**src/rtl/tt_blink_pkg.sv**
```systemverilog
// Shared mode encoding and widths for the blink/PWM Tiny Tapeout project.
package tt_blink_pkg;

  typedef enum logic [1:0] {
    MODE_COUNT = 2'd0,
    MODE_PWM   = 2'd1,
    MODE_SCAN  = 2'd2,
    MODE_HOLD  = 2'd3
  } mode_t;

  localparam int DUTY_W = 4;
  localparam int TICK_W = 8;

endpackage

```
**src/rtl/tt_tick_prescaler.sv**
```systemverilog
// Free-running tick generator: counts 0..PRESCALE-1 while enabled and pulses
// tick for one cycle on the wrap; clr restarts the count from zero.
module tt_tick_prescaler #(
  parameter int PRESCALE = 12_500_000
) (
  input  logic clk,
  input  logic rst_n,
  input  logic en,
  input  logic clr,
  output logic tick
);

  localparam int CNT_W = (PRESCALE > 2) ? $clog2(PRESCALE) : 1;
  localparam logic [CNT_W-1:0] LAST = CNT_W'(PRESCALE - 1);

  logic [CNT_W-1:0] cnt;

  assign tick = en && !clr && (cnt == LAST);

  always_ff @(posedge clk or negedge rst_n) begin
    if (!rst_n) begin
      cnt <= '0;
    end else if (clr) begin
      cnt <= '0;
    end else if (en) begin
      cnt <= tick ? '0 : cnt + 1'b1;
    end
  end

endmodule

```
**src/rtl/tt_um_blink_pwm_schoeberl.sv**
```systemverilog
// LED pattern generator (count / PWM / scan / hold) under the Tiny Tapeout harness.
// Optional TT_PWM_DUTY_LOAD_EN adds per-channel duty registers loaded via uio_in.
module tt_um_blink_pwm_schoeberl #(
  parameter int PRESCALE = 12_500_000,
  parameter int CHANNELS = 8
) (
  input  logic [7:0] ui_in,
  output logic [7:0] uo_out,
  input  logic [7:0] uio_in,
  output logic [7:0] uio_out,
  output logic [7:0] uio_oe,
  input  logic       ena,
  input  logic       clk,
  input  logic       rst_n
);

  import tt_blink_pkg::*;

  localparam logic [2:0] LAST_POS = 3'(CHANNELS - 1);

  logic [7:0]        ui_q;
  mode_t             mode_q;
  mode_t             mode_in;
  logic [TICK_W-1:0] tick_cnt;
  logic [DUTY_W-1:0] pwm_cnt;
  logic [2:0]        pos;
  logic [2:0]        pos_next;
  logic              dir_down;
  logic              dir_next;
  logic              mode_change;
  logic              run;
  logic              tick;
  logic [7:0]        pattern;

  assign mode_in     = mode_t'(ui_q[1:0]);
  assign mode_change = ena && (mode_in != mode_q);
  assign run         = ena && !mode_change && (mode_q != MODE_HOLD);

  tt_tick_prescaler #(
    .PRESCALE(PRESCALE)
  ) u_prescaler (
    .clk  (clk),
    .rst_n(rst_n),
    .en   (run),
    .clr  (mode_change),
    .tick (tick)
  );

`ifdef TT_PWM_DUTY_LOAD_EN
  localparam logic [3:0] CH_LIMIT = 4'(CHANNELS);

  logic [DUTY_W-1:0] duty [8];
  logic [3:0]        sync1;
  logic [3:0]        sync2;
  logic              strobe_q;
  logic [2:0]        chan;
  logic              wr;
  logic              unused_in;

  assign chan      = sync2[2:0];
  assign wr        = ena && sync2[3] && !strobe_q;
  assign uio_oe    = 8'hF0;
  assign unused_in = &{1'b0, ui_q[3:2], uio_in[7:4]};

  // Strobe and address share the synchroniser; slots >= CHANNELS never load, so they read back 0.
  always_ff @(posedge clk or negedge rst_n) begin
    if (!rst_n) begin
      sync1    <= '0;
      sync2    <= '0;
      strobe_q <= 1'b0;
      uio_out  <= '0;
      for (int i = 0; i < 8; i++) duty[i] <= '0;
    end else begin
      sync1    <= uio_in[3:0];
      sync2    <= sync1;
      strobe_q <= sync2[3];
      if (wr && ({1'b0, chan} < CH_LIMIT)) duty[chan] <= ui_q[7:4];
      if (ena) uio_out <= {duty[chan], 4'b0000};
    end
  end
`else
  logic unused_in;

  assign uio_out   = 8'h00;
  assign uio_oe    = 8'h00;
  assign unused_in = &{1'b0, ui_q[3:2], uio_in};
`endif

  // Bounce without repeating the end positions.
  always_comb begin
    pos_next = pos;
    dir_next = dir_down;
    if (CHANNELS > 1) begin
      if (!dir_down) begin
        if (pos == LAST_POS) begin
          pos_next = pos - 1'b1;
          dir_next = 1'b1;
        end else begin
          pos_next = pos + 1'b1;
        end
      end else begin
        if (pos == 3'd0) begin
          pos_next = pos + 1'b1;
          dir_next = 1'b0;
        end else begin
          pos_next = pos - 1'b1;
        end
      end
    end
  end

  always_comb begin
    pattern = '0;
    for (int i = 0; i < 8; i++) begin
      if (i < CHANNELS) begin
        case (mode_q)
          MODE_COUNT: pattern[i] = tick_cnt[i];
`ifdef TT_PWM_DUTY_LOAD_EN
          MODE_PWM:   pattern[i] = (pwm_cnt < duty[i]);
`else
          MODE_PWM:   pattern[i] = (pwm_cnt < ui_q[7:4]);
`endif
          MODE_SCAN:  pattern[i] = (pos == 3'(i));
          default:    pattern[i] = 1'b0;
        endcase
      end
    end
  end

  // A mode change restarts every pattern; the output follows from the new mode a cycle later.
  always_ff @(posedge clk or negedge rst_n) begin
    if (!rst_n) begin
      ui_q     <= '0;
      mode_q   <= MODE_COUNT;
      tick_cnt <= '0;
      pwm_cnt  <= '0;
      pos      <= '0;
      dir_down <= 1'b0;
      uo_out   <= '0;
    end else begin
      ui_q <= ui_in;
      if (mode_change) begin
        mode_q   <= mode_in;
        tick_cnt <= '0;
        pwm_cnt  <= '0;
        pos      <= '0;
        dir_down <= 1'b0;
      end else if (run) begin
        if (mode_q == MODE_COUNT && tick) tick_cnt <= tick_cnt + 1'b1;
        if (mode_q == MODE_PWM) pwm_cnt <= pwm_cnt + 1'b1;
        if (mode_q == MODE_SCAN && tick) begin
          pos      <= pos_next;
          dir_down <= dir_next;
        end
      end
      if (ena && mode_q != MODE_HOLD) uo_out <= pattern;
    end
  end

endmodule
```
**config.mk**
```make
export PLATFORM = sky130hd
export DESIGN_NAME = tt_um_blink_pwm_schoeberl
export DESIGN_NICKNAME = d
export VERILOG_FILES = /design/src/rtl/tt_blink_pkg.sv /design/src/rtl/tt_tick_prescaler.sv /design/src/rtl/tt_um_blink_pwm_schoeberl.sv
export SDC_FILE = /design/constraint.sdc
export NUM_CORES = 1
export LEC_CHECK = 0
export BUFFER_PORTS_ARGS = -buffer_cell sky130_fd_sc_hd__buf_2
export CAP_MARGIN = 20
export CELL_PAD_IN_SITES_DETAIL_PLACEMENT = 1
export CELL_PAD_IN_SITES_GLOBAL_PLACEMENT = 2
export CORE_MARGIN = 3
export CORE_UTILIZATION = 33
export CTS_CLUSTER_DIAMETER = 120
export CTS_CLUSTER_SIZE = 14
export DETAILED_ROUTE_END_ITERATION = 7
export GPL_TIMING_DRIVEN = 0
export PLACE_DENSITY = 0.8
export RECOVER_POWER = 50
export SYNTH_ARGS = -nofsm -noshare
export SYNTH_HDL_FRONTEND = slang
export SYNTH_HIERARCHICAL = 1
export SYNTH_SLANG_ARGS = --single-unit
```
**constraint.sdc**
```tcl
create_clock -name clk -period 2.55 [get_ports clk]
set_input_delay 0.1275 -clock clk [delete_from_list [all_inputs] [get_ports clk]]
set_output_delay 0.1275 -clock clk [all_outputs]
set_load 0.03 [all_outputs]
```
==> run_results.csv, run 1 <==
group,metric,value,unit
routing,first_iter_violations,53,
clock_network,cts.clk_slew.worst_paths,0.11,ns
global_routing,grt-busiest-layer,"met2",
routing,drc_errors,0,
global_routing,use_met1,21.91,%
clock_network,clkLatencyLatePin,0.31,ns
clock_network,cts_tree,"built",
global_routing,grt_pass1_vias,3119,
timing,fin_crit,2.573,ns
setup_path,cp-end-kind,"flop",
timing,post-route-period-util,100.9,%
floorplanning,die_area,11620,µm²
clock_network,clockBufferDepth,2,
layout,layout-drive-gt1-share,23.06,%
floorplanning,die_h,107.8,µm
layout,fin_util,42.54,%
global_routing,antenna_found_initial,0,
setup_path,worst-path-max-fanout,5,
synthesis,synth_cell_types,56,
placed_design,dp_hpwl,6744,µm
synthesis,yosysWarningCount,6,
synthesis,synthArstFlopShare,100.0,%
pwr,p_leak,1.824,nW
synthesis,synth_mux_area_share,1.793,%
synthesis,ys_seq_area_share,40.98,%
global_routing,grtUsageMet2,30.99,%
clock_network,cts_root_buf,"clkbuf_8",
timing,finClkSkew,0.009428,ns
placed_design,gp_congestion,0.8485,
synthesis,synthAdderAreaFrac,4.757,%
routing,ant_nets,0,
setup_path,critPathKind,"flop to flop",
synthesis,netlist_instances,371,
global_routing,globalRouteTotalUtil,17.28,%
timing,fmax,388.6,MHz
pwr,p_per_area,443.2,nW/µm²
timing,rsz0062_at_grt,"true",
timing,slew_violations,28,
timing,final-setup-viol-count,1,
worst_hold_path,hold_path.class,"input pin to flop",
placed_design,dp_slack,-0.7242,ns
synthesis,syn_area,3420,µm²
routing,post_drt_via_cell_ratio,5.249,
global_routing,grtUsageMet3,2.220,%
synthesis,synth-xor-area-share,4.098,%
floorplanning,fp.coreArea,9910,µm²
setup_path,critPathRequiredTime,2.77,ns
pwr,ir_drop,0.2337,mV
floorplanning,start_util,34.51,%
floorplanning,die_w,107.8,µm
routing,routed_wl,9827,µm
floorplanning,fp-row-count,36,
synthesis,ys_ff_latch,56,
timing,worstMarginPinSlew,1.609,ns
floorplanning,num_io_pins,43,
layout,final_nets,469,
routing,wl_per_cell,17.21,µm
routing,firstDrtPassIters,4,
timing,hold_viol,0,
status,status,"finished with violations",
timing,setup_slack,-0.02349,ns
synthesis,yosys.area_share.simple,24.84,%
placed_design,numPortBuffers,16,
clock_network,cts_made_buffers,5,
clock_network,cts-htree-levels,2,
placed_design,dpl.cell_count,536,
routing,vias,2997,
synthesis,synth_top_family_by_area,"simple AND/OR/NAND/NOR gates",
synthesis,avgSynthCellArea,9.217,µm²
synthesis,synth_flop_cell,"dfrtp_1",
global_routing,grt_pass1_wl,16060,µm
timing,slew_headroom,-7.249,%
layout,antenna_cells,0,
timing,holdWs,0.3816,ns
layout,mostFrequentLayoutCells,"dfrtp_1 (53), buf_4 (41), nor2_1 (35)",
flow_run,cap_viol_max_count,1,
status,violations,"capacitance limit, slew limit, setup timing",
setup_path,arrival,2.79,ns
pwr,p_total,1.868,mW
layout,stdcell_count,571,
synthesis,synth-compound-area-share,15.40,%
clock_network,cts.sink_count,56,
layout,final_common_cell,"dfrtp_1",
setup_path,critPathLaunchType,"flop",
layout,syn_to_final_growth,23.27,%
synthesis,synth_edf_count,0,
global_routing,grt_max_degree,30,
global_routing,grt_overflow,0,
cell type report:
type | instances | area [µm²]
Fill cell | 1149 | 5694
Multi-Input combinational cell | 282 | 1878
Sequential cell | 56 | 1405
Timing Repair Buffer | 47 | 345.3
Buffer | 33 | 279.0
Tap cell | 133 | 166.4
Clock buffer | 6 | 72.57
Inverter | 12 | 52.55
Clock inverter | 2 | 16.27
state kept, by name (all words and copies together) (netlist names):
signal	count
u_prescaler/cnt	24
pos	3
uo_out	8
pwm_cnt	4
mode_q	2
tick_cnt	8
ui_q	6
dir_down	1
worst paths after layout:
check                                       from                 endpoint  slack [ns]  cells after the start
min reg2reg                uo_out[3]$_DFFE_PN0P_    uo_out[3]$_DFFE_PN0P_        0.51                      1
min                                          ena       pos[0]$_DFFE_PN0P_        0.38                      5
max in group asynchronous                  rst_n    mode_q[0]$_DFFE_PN0N_        0.76                      2
max reg2reg                mode_q[1]$_DFFE_PN0N_  tick_cnt[7]$_DFFE_PN0P_       -0.02                     12
min in group asynchronous                  rst_n    mode_q[1]$_DFFE_PN0N_        0.76                      2
max                        mode_q[1]$_DFFE_PN0N_  tick_cnt[7]$_DFFE_PN0P_       -0.02                     12
metrics by stage:
stage	TNS [ns]	cell area [µm²]
floorplan	0	3502
global placement	-6.678	3749
detailed placement	-7.347	3769
CTS	-0.01814	4139
global route	-0.6496	4215
finish	-0.02349	4215
worst max-delay path, cell delays in order (launching register included):
cell and delay [ns]:
dfrtp_2 0.45, clkinvlp_4 0.13, nor4b_4 0.27, o21a_1 0.19, clkbuf_8 0.14, clkinvlp_4 0.10
buf_8 0.15, nor3_4 0.21, nand3b_1 0.24, buf_4 0.22, nor4_2 0.18, xnor2_1 0.15
nor2_1 0.05
layer usage:
metal	part of all wire (%)	wire length (µm)
met1	46	4525
met2	51	5027
met3	1.9	191
met4	0.84	83
met5	0	0
repair_timing:
| item | 4_1_cts | 5_1_grt |
|---|---|---|
| setup buffers | 15 | 8 |
| pin swaps | 8 | 12 |
| hold endpoints to repair | 33 | 0 |
| hold buffers | 7 | 0 |
| endpoints found under the setup margin | 27 | 7 |
| gates resized for setup | 25 | 12 |
cell usage after synthesis, types with 4 or more instances:
cell,n,area [µm²]
dfrtp_1,56,1401
nor2_1,36,135.1
a21oi_1,28,140.1
nand2_1,28,105.1
buf_4,19,142.6
o21ai_0,17,85.08
nand3_1,15,75.07
ha_1,13,162.7
nand4_1,13,81.33
inv_1,12,45.04
nor3_1,9,45.04
clkbuf_1,8,30.03
o32a_1,8,80.08
xnor2_1,8,70.07
xor2_1,8,70.07
and3_1,7,43.79
nor4_1,7,43.79
and4_1,5,43.79
buf_2,5,25.02
mux2i_1,5,50.05
nor2b_1,5,31.28
a32o_1,4,40.04
nand4b_1,4,35.03
kinds of logic after synthesis:
family                     count (synthesis)
AOI/OAI and AO/OA                         78
other                                      1
DFF                                       56
xor gates and xnor gates                  16
adders and majority gates                 13
muxes                                      6
and+or+nand+nor                          153
buffers and inverters                     48
power breakdown:
group / leakage, nW / switching, mW / internal [mW]
sequential: 0.739 / 0.0280 / 0.925
combinational: 1.04 / 0.241 / 0.155
clock: 0.0414 / 0.322 / 0.197
total: 1.82 / 0.590 / 1.28
(Power assumes the default switching activity.)
==> run 2, diff against run 1 <==
Settings changed: BUFFER_PORTS_ARGS -buffer_cell sky130_fd_sc_hd__buf_2 to unset, CELL_PAD_IN_SITES_GLOBAL_PLACEMENT 2 to 1, CORE_UTILIZATION 33 to 44, DONT_BUFFER_PORTS set to 1, PLACE_DENSITY 0.8 to 0.79.
==> run 2 against run 1 <==
Net effect: the run now ends clean; maximum frequency grew 3.0%; sequential share of layout area up 0.85 points; critical path depth unchanged; die area shrank 24%; final cell count down 8.4%; sequential power increased by 5%; wire length is 1.6% higher; total power is 1.8% lower; non-clock buffer count shrank 14; critical endpoint is now tick_cnt[3]$_DFFE_PN0P_; largest cell class unchanged.
==> run_results.csv, run 2 (synthesis gave the netlist of run 1 again) <==
group,metric,value,unit
layout,seq_area,1405,µm²
setup_path,critPathRequiredTime,2.76,ns
clock_network,cts_tree,"built",
layout,regMostFlops,"u_prescaler/cnt",
floorplanning,die_area,8865,µm²
placed_design,dpl.cell_count,485,
routing,post_drt_via_cell_ratio,5.707,
clock_network,cts.sink_count,56,
routing,drc_errors,0,
setup_path,slowest_delay,0.40,ns
routing,wl_per_cell,19.10,µm
setup_path,worst-path-max-fanout,10,
routing,first_iter_violations,70,
layout,stdcell_count,523,
status,status,"completed",
timing,fmax,400.3,MHz
layout,n_fill_cell,864,
floorplanning,fp.coreArea,7408,µm²
setup_path,critPathLaunchType,"flop",
setup_path,cp.buffers_inverters,3,
timing,fin_crit,2.498,ns
timing,post-route-period-util,97.96,%
routing,ant_nets,0,
clock_network,cts.clk_slew.worst_paths,0.11,ns
layout,layout-drive-gt1-share,20.99,%
setup_path,regToRegStartpoint,"u_prescaler/cnt[1]$_DFFE_PN0P_",
layout,reg.largest.list,"u_prescaler/cnt x24, tick_cnt x8, uo_out x8",
setup_path,arrival,2.71,ns
layout,final_common_cell,"dfrtp_1",
routing,vias,2985,
global_routing,globalRouteTotalUtil,22.23,%
floorplanning,fp-row-count,31,
global_routing,grt_overflow,0,
setup_path,critPathKind,"flop to flop",
floorplanning,num_io_pins,43,
setup_path,cp-end-kind,"flop",
worst_hold_path,hold_path.class,"input pin to flop",
floorplanning,die_w,94.16,µm
layout,fin_util,55.48,%
setup_path,worstSetupStartpoint,"u_prescaler/cnt[1]$_DFFE_PN0P_",
clock_network,clockBufferDepth,2,
global_routing,antenna_found_initial,0,
timing,slew_violations,0,
clock_network,cts-htree-levels,2,
clock_network,cts_made_buffers,5,
timing,final-setup-viol-count,0,
setup_path,crit_slowest_cell,"dfrtp_1",
layout,largest_register_ff_count,24,
layout,multi_input_area,1886,µm²
setup_path,path_cells,"ha_2 > and4_1 > buf_6 > and2_4 > buf_6 > nand2_4 > nor3_4 > nand3b_1 > buf_4 > nor3_4 > xnor2_1 > nor2_1",
placed_design,gp_congestion,0.8379,
floorplanning,start_util,46.16,%
layout,final_nets,455,
clock_network,clkLatencyLatePin,0.32,ns
worst_hold_path,worstHoldStart,"ena",
placed_design,numPortBuffers,0,
floorplanning,die_h,94.16,µm
routing,firstDrtPassIters,4,
pwr,p_per_area,446.2,nW/µm²
global_routing,grt_pass1_vias,3159,
layout,antenna_cells,0,
timing,finClkSkew,0.01390,ns
layout,mostFrequentLayoutCells,"dfrtp_1 (53), buf_4 (45), nor2_1 (35)",
placed_design,dp_hpwl,6366,µm
pwr,p_total,1.834,mW
pwr,ir_drop,0.2319,mV
pwr,p_leak,1.778,nW
global_routing,grt_pass1_wl,15530,µm
timing,worstMarginPinSlew,1.400,ns
flow_run,cap_viol_max_count,0,
timing,slew_headroom,6.680,%
global_routing,grt_max_degree,57,
routing,routed_wl,9988,µm
layout,syn_to_final_growth,20.20,%
timing,hold_viol,0,
clock_network,cts_root_buf,"clkbuf_8",
setup_path,path_delay_family,"simple AND/OR/NAND/NOR gates",
-- run 2: changes by cell type in the layout (fill, tap and decap cells not counted), sizes merged --
cell	delta
buf	-12
clkinvlp	-1
clkinv	+1
inv	+1
clkbuf	-3
-- run 2: final cells by class --
| type | instances | share of cell area, % |
|---|---|---|
| Clock inverter | 3 | 0.5479 |
| Sequential cell | 56 | 34.19 |
| Clock buffer | 5 | 1.674 |
| Tap cell | 99 | 3.014 |
| Inverter | 12 | 1.279 |
| Buffer | 30 | 6.180 |
| Timing Repair Buffer | 36 | 7.245 |
| Multi-Input combinational cell | 282 | 45.88 |
-- run 2: stage by stage --
stage	hold WS (ns)	TNS [ns]	area (µm²)	worst slack [ns]
floorplan	-0.1681	0	3502	0.006438
global placement	-0.1666	-4.966	3626	-0.5205
global route	0.1543	-0.1564	4110	-0.04434
detailed placement	-0.1665	-7.252	3626	-0.7531
finish	0.1637	0	4110	0.05205
CTS	0.1509	0	4040	0.002429
-- run 2: what timing repair did --
| item | in CTS | in global routing |
|---|---|---|
| endpoints found under the setup margin | 18 | 10 |
| buffers inserted | 14 | 14 |
| hold buffers | 8 | 0 |
| endpoints found under the hold margin | 62 | 0 |
| pin swaps | 9 | 7 |
| gates resized for setup | 26 | 13 |
-- run 2: power breakdown --
group	total (mW)	internal, mW	switching [mW]
registers	1.00	0.924	0.0800
logic	0.317	0.132	0.185
clock network	0.513	0.198	0.314
total	1.83	1.25	0.579
-- run 2: path summary, 6_finish.rpt --
path	endpoint	slack [ns]	cells after the start
setup / recovery	tick_cnt[3]$_DFFE_PN0P_	0.05	12
hold / removal	pos[2]$_DFFE_PN0P_	0.16	3
setup reg to reg	tick_cnt[3]$_DFFE_PN0P_	0.05	12
hold reg to reg	dir_down$_DFFE_PN0P_	0.59	2
max in group asynchronous	mode_q[0]$_DFFE_PN0N_	0.92	2
min in group asynchronous	uo_out[6]$_DFFE_PN0P_	0.69	2
-- run 2: tightest hold or removal path, cell delays in order --
cell and delay (ns):
and2_4 0.15, buf_4 0.13, a21oi_1 0.04
-- run 2: metal layers --
metal  up-vias  wire length (µm)  GRT usage, %
met1      1513              4132         26.62
met3         8               253         3.205
li1       1411                 -             -
met5         -                 0             0
met2        53              5498         40.60
met4         0               104         7.100
